**src/rtl/riscv_fetch_unit.sv**
```systemverilog
// Instruction-fetch stage: drives a 1-cycle synchronous imem and buffers {pc, instr}
// pairs in a DEPTH-entry prefetch queue handed to decode over valid/ready.
module riscv_fetch_unit #(
    parameter int          DEPTH     = 4,
    parameter logic [31:0] RESET_PC  = 32'h0000_0000,
    parameter logic [31:0] NOP_INSTR = 32'h0000_0013
) (
    input  logic                       clk_in,
    input  logic                       rst_n_in,
    input  logic                       redirect_in,
    input  logic [31:0]                redirect_pc_in,
    output logic                       imem_req_out,
    output logic [31:0]                imem_addr_out,
    input  logic [31:0]                imem_data_in,
    output logic                       id_valid_out,
    input  logic                       id_ready_in,
    output logic [31:0]                id_pc_out,
    output logic [31:0]                id_instr_out,
    output logic [$clog2(DEPTH):0]     occupancy_out
);
    localparam int PW = $clog2(DEPTH);
    localparam int CW = PW + 1;

    logic [31:0]   fetch_pc;
    logic [31:0]   req_pc_q;
    logic          req_q;
    logic [PW-1:0] wr_ptr;
    logic [PW-1:0] rd_ptr;
    logic [CW-1:0] count;
    logic [31:0]   pc_mem    [DEPTH];
    logic [31:0]   instr_mem [DEPTH];

    logic [31:0]   issue_addr;
    logic [CW:0]   in_use;
    logic          issue;
    logic          push;
    logic          pop;

    // Decode handshake: an entry transfers on a clock edge where id_valid_out and
    // id_ready_in are both high; the head holds steady while valid is high and
    // ready is low, and valid never drops without a transfer except on redirect.
    assign pop    = (count != '0) & id_ready_in;
    assign in_use = {1'b0, count} + {{CW{1'b0}}, req_q} - {{CW{1'b0}}, pop};
    assign issue  = rst_n_in & (redirect_in | (in_use < (CW+1)'(DEPTH)));

    assign issue_addr = redirect_in ? {redirect_pc_in[31:2], 2'b00} : fetch_pc;

    // With a 1-cycle memory the only stale response is the one landing in the
    // redirect cycle itself; the response after that belongs to the redirect target.
    assign push = req_q & ~redirect_in;

    assign imem_req_out  = issue;
    assign imem_addr_out = {2'b00, issue_addr[31:2]};
    assign id_valid_out  = (count != '0);
    assign id_pc_out     = id_valid_out ? pc_mem[rd_ptr] : 32'h0;
    assign id_instr_out  = id_valid_out ? instr_mem[rd_ptr] : NOP_INSTR;
    assign occupancy_out = count;

    always_ff @(posedge clk_in or negedge rst_n_in) begin
        if (!rst_n_in) begin
            fetch_pc <= RESET_PC;
            req_pc_q <= 32'h0;
            req_q    <= 1'b0;
            wr_ptr   <= '0;
            rd_ptr   <= '0;
            count    <= '0;
        end else begin
            req_q <= issue;
            if (issue) begin
                fetch_pc <= issue_addr + 32'd4;
                req_pc_q <= issue_addr;
            end
            if (redirect_in) begin
                wr_ptr <= '0;
                rd_ptr <= '0;
                count  <= '0;
            end else begin
                if (push) wr_ptr <= wr_ptr + PW'(1);
                if (pop)  rd_ptr <= rd_ptr + PW'(1);
                count <= count + CW'(push) - CW'(pop);
            end
        end
    end

    // Queue payload needs no reset: heads are masked until count says they are valid.
    always_ff @(posedge clk_in) begin
        if (push) begin
            pc_mem[wr_ptr]    <= req_pc_q;
            instr_mem[wr_ptr] <= imem_data_in;
        end
    end

endmodule

```
**config.mk**
```make
export PLATFORM = sky130hd
export DESIGN_NAME = riscv_fetch_unit
export DESIGN_NICKNAME = d
export VERILOG_FILES = /design/src/rtl/riscv_fetch_unit.sv
export SDC_FILE = /design/constraint.sdc
export NUM_CORES = 1
export LEC_CHECK = 0
export CAP_MARGIN = 20
export CORE_MARGIN = 4
export CORE_UTILIZATION = 62
export CTS_BUF_LIST = sky130_fd_sc_hd__clkbuf_2
export CTS_CLUSTER_SIZE = 30
export DETAILED_ROUTE_END_ITERATION = 6
export GPL_ROUTABILITY_DRIVEN = 1
export PLACE_DENSITY = 0.88
export SYNTH_ARGS = -nofsm -noshare
export SYNTH_HDL_FRONTEND = slang
export SYNTH_SLANG_ARGS = --single-unit
```
**constraint.sdc**
```tcl
create_clock -name clk_in -period 5.31 [get_ports clk_in]
set_input_delay 1.062 -clock clk_in [delete_from_list [all_inputs] [get_ports clk_in]]
set_output_delay 1.062 -clock clk_in [all_outputs]
set_load 0.005 [all_outputs]
```
==> results.yml <==
floorplanning:
  floorplan.io_pins: 169
  die_width_um: 155
  fp.dieH_um: 155
  die_area_um2: 23900
  std_cell_rows: 53
  initial_utilization: 0.632
  core_area_um2: 21100
hold_path:
  min-delay-path-class: "primary input to asynchronous set/reset pin"
synthesis:
  yosysSeqAreaShare: 0.686
  synth_top_cell_by_area: "sky130_fd_sc_hd__edfxtp_1"
  count_of_flip_flops_with_a_built_in_enable_after_synthesis: 248
  synth_largest_type_area_fraction: 0.559
  asyncSetResetFlopFracSynth: 0.215
  average_cell_area_after_synthesis_um2: 16.5
  synth.lib_cells_used.distinct: 58
  synth-seq-cells: 316
  post_synth_instance_area_um2: 13300
  synthesis.yosys.warnings: 0
  synth_area_leaders: "sky130_fd_sc_hd__edfxtp_1 56%, sky130_fd_sc_hd__dfrtp_1 13%, sky130_fd_sc_hd__mux4_2 10%"
  instance_count_of_the_mapped_netlist: 808
  postSynth.topFlopCell: "sky130_fd_sc_hd__edfxtp_1"
pwr:
  power_density_over_the_cells_nw_per_um2: 461
  leakage_nw: 5.76
  worst_ir_drop_vdd_mv: 0.247
sta:
  hold_viol_final: 0
  relative_slew_margins: 0.344
  setup_viol_count_final: 0
  grt_setup_unrepaired: "false"
  min_period_over_period: 0.938
  finalClockSkew_ps: 48.9
  tightest_slew_ps: 985
  timing.final.ws_setup_ps: 331
  achievable_freq_mhz: 201
  max_slew_violation_count: 0
  min_period_ps: 4980
  setup_total_negative_slack_ps: 0
cells_and_area:
  layout_commonest_cell: "sky130_fd_sc_hd__edfxtp_1"
  final_net_count: 1097
  drive_above_1_share: 0.218
  most_used_cells_in_the_layout_excluding_fill_and_tap_cells: "248 x sky130_fd_sc_hd__edfxtp_1, 160 x sky130_fd_sc_hd__clkdlybuf4s50_1, 112 x sky130_fd_sc_hd__clkbuf_2"
  fillers: 1287
  area_growth_pct: 19.2
cts:
  clock_tree.htree_level_count: 3
  cts-buffers-inserted: 74
  clockRootBuffer: "sky130_fd_sc_hd__clkbuf_2"
  cts_hold_buffers: 0
  clk_latency_ps: 810
  cts.path.max_buffers: 3
  clock_sink_count: 316
  clkSlewWorstSetupHoldPaths_ps: 100
  cts_tree: "yes"
  cts_post_setup_buffers_inserted: 0
  cts.repair.resized: 0
critical_path:
  critPathMaxFanout: 5
  crit_type: "flip-flop to output pin"
  crit-reg2reg-launch: "occupancy_out[1]$_DFF_PN0_"
  regToRegEndpoint: "fetch_pc[8]$_DFFE_PN0P_"
  critPathMaxStageDelay_ps: 540
  timing.reg2reg.worst_path_depth: 12
  timing.critical_path.required_ps: 4250
  critPathLaunchType: "flip-flop"
  critPathCaptureType: "output pin"
  timing.reg2reg.setup_slack_ps: 1670
  startpoint_of_the_most_critical_setup_path: "occupancy_out[1]$_DFF_PN0_"
  critPathArrivalTime_ps: 3920
  critical_path_cell_count: 11
  endpoint: "imem_req_out"
  cp_common_cell: "sky130_fd_sc_hd__inv_2"
  worst-path-buf-inv: 4
  worstPathCellList: "nor3_1 -> inv_2 -> nand2_1 -> or2_2 -> ha_1 -> and2_1 -> a2111oi_0 -> buf_4 -> o21ai_4 -> inv_2 -> clkdlybuf4s50_1"
  cpMaxStageDelayCell: "sky130_fd_sc_hd__nor3_1"
  crit_family: "simple AND/OR/NAND/NOR gates"
grt:
  grtUsageTotal: 0.236
  grt_overflow: 0
  number_of_antenna_violations_at_the_first_check_in_global_routing: 1
  grt_pass1_wl_mm: 43.9
  grt_pass1_vias: 8406
  grt_start_max_net_pins: 106
place:
  gp_routability_congestion: 0.835
  buffer_ports.inserted: 162
  dpl_worst_slack_ps: 446
  place_hpwl_mm: 16.9
route:
  dr_total_vias: 7730
  detail_route.first_pass.iterations: 7
  drt_iter0_markers: 495
  post_detailed_route_count_of_antenna_violating_nets: 0
  viasPerCell: 5.73
  wirelength_mm: 27.1
  routed_wire_length_per_instance_um: 20.1
  detail_route.drc_violations: 0
outcome:
  status: "finished, final reports clean"
flow_run:
  timing.max_cap.violations: 0
## final cells by class
cell class | instances | area, µm² | share of cell area
repair buffers | 176 | 1730 | 0.109
well taps | 275 | 344 | 0.0216
inverters | 31 | 116 | 0.00732
diodes | 1 | 2.50 | 0.000157
multi-input cells | 421 | 3870 | 0.244
flip-flops and latches | 316 | 9150 | 0.576
clock buffers | 112 | 561 | 0.0353
clock inverters | 16 | 113 | 0.00708
## registers in the layout, indices dropped and copies added, names as in the netlist
name,cells
fetch_pc,30
req_q,1
occupancy_out,3
rd_ptr,2
instr_mem,128
pc_mem,120
wr_ptr,2
req_pc_q,30
## worst min path at each step
stage,startpoint,to,slack (ps),depth (start not counted)
after floorplan,fetch_pc[24]$_DFFE_PN0P_,fetch_pc[24]$_DFFE_PN0P_,440,2
after global placement,fetch_pc[24]$_DFFE_PN0P_,fetch_pc[24]$_DFFE_PN0P_,460,2
after detailed placement,fetch_pc[20]$_DFFE_PN0P_,fetch_pc[20]$_DFFE_PN0P_,470,2
after CTS,rst_n_in,fetch_pc[11]$_DFFE_PN0P_,60,1
after global routing,rst_n_in,fetch_pc[11]$_DFFE_PN0P_,80,1
final,rst_n_in,fetch_pc[11]$_DFFE_PN0P_,140,1
## synth_stat cells, drive strengths merged (11+ instances only)
cell type	n
buf	23
nand2	69
o21ai	46
mux2i	24
xnor2	19
nand4	14
clkbuf	20
edfxtp	248
dfrtp	68
nor2	12
mux2	11
nand3	12
mux4	62
inv	31
and2	66
## metrics by stage
| stage | utilization | hold slack, ps | instances | total power [mW] | cell area [µm²] |
|---|---|---|---|---|---|
| final | 0.754 | 143 | 1348 | 7.32 | 15900 |
| after global routing | 0.754 | 79.2 | 1348 | 7.78 | 15900 |
| after CTS | 0.754 | 57.3 | 1347 | 7.41 | 15900 |
| after detailed placement | 0.722 | 470 | 1219 | 5.87 | 15200 |
| after global placement | 0.722 | 456 | 1219 | 5.77 | 15200 |
| after floorplan | - | 445 | 811 | 4.75 | 13300 |
## cells by family (layout without fill, tap and decap cells)
family	after synthesis	after routing	share of synthesized area
adders and majority gates	9	9	0.00901
other	1	5	0.000281
xor gates and xnor gates	26	26	0.0171
buffers and inverters	74	335	0.0255
AOI/OAI and AO/OA	83	83	0.0443
DFF	316	316	0.686
and+or+nand+nor	202	202	0.0846
muxes	97	97	0.133
## per-layer routing
layer / routed length, µm / GRT usage / vias up
met1: 10900 / 0.308 / 3858
met5: 0 / 0 / -
met4: 519 / 0.0866 / 0
met2: 13900 / 0.394 / 300
li1: - / - / 3537
met3: 1810 / 0.0543 / 35
## power breakdown
part | internal, mW | switching [mW]
logic | 1.27 | 1.01
registers | 3.18 | 0.324
clock network | 0.651 | 0.886
total | 5.10 | 2.22
No activity file was read; power rests on OpenSTA's default activity.
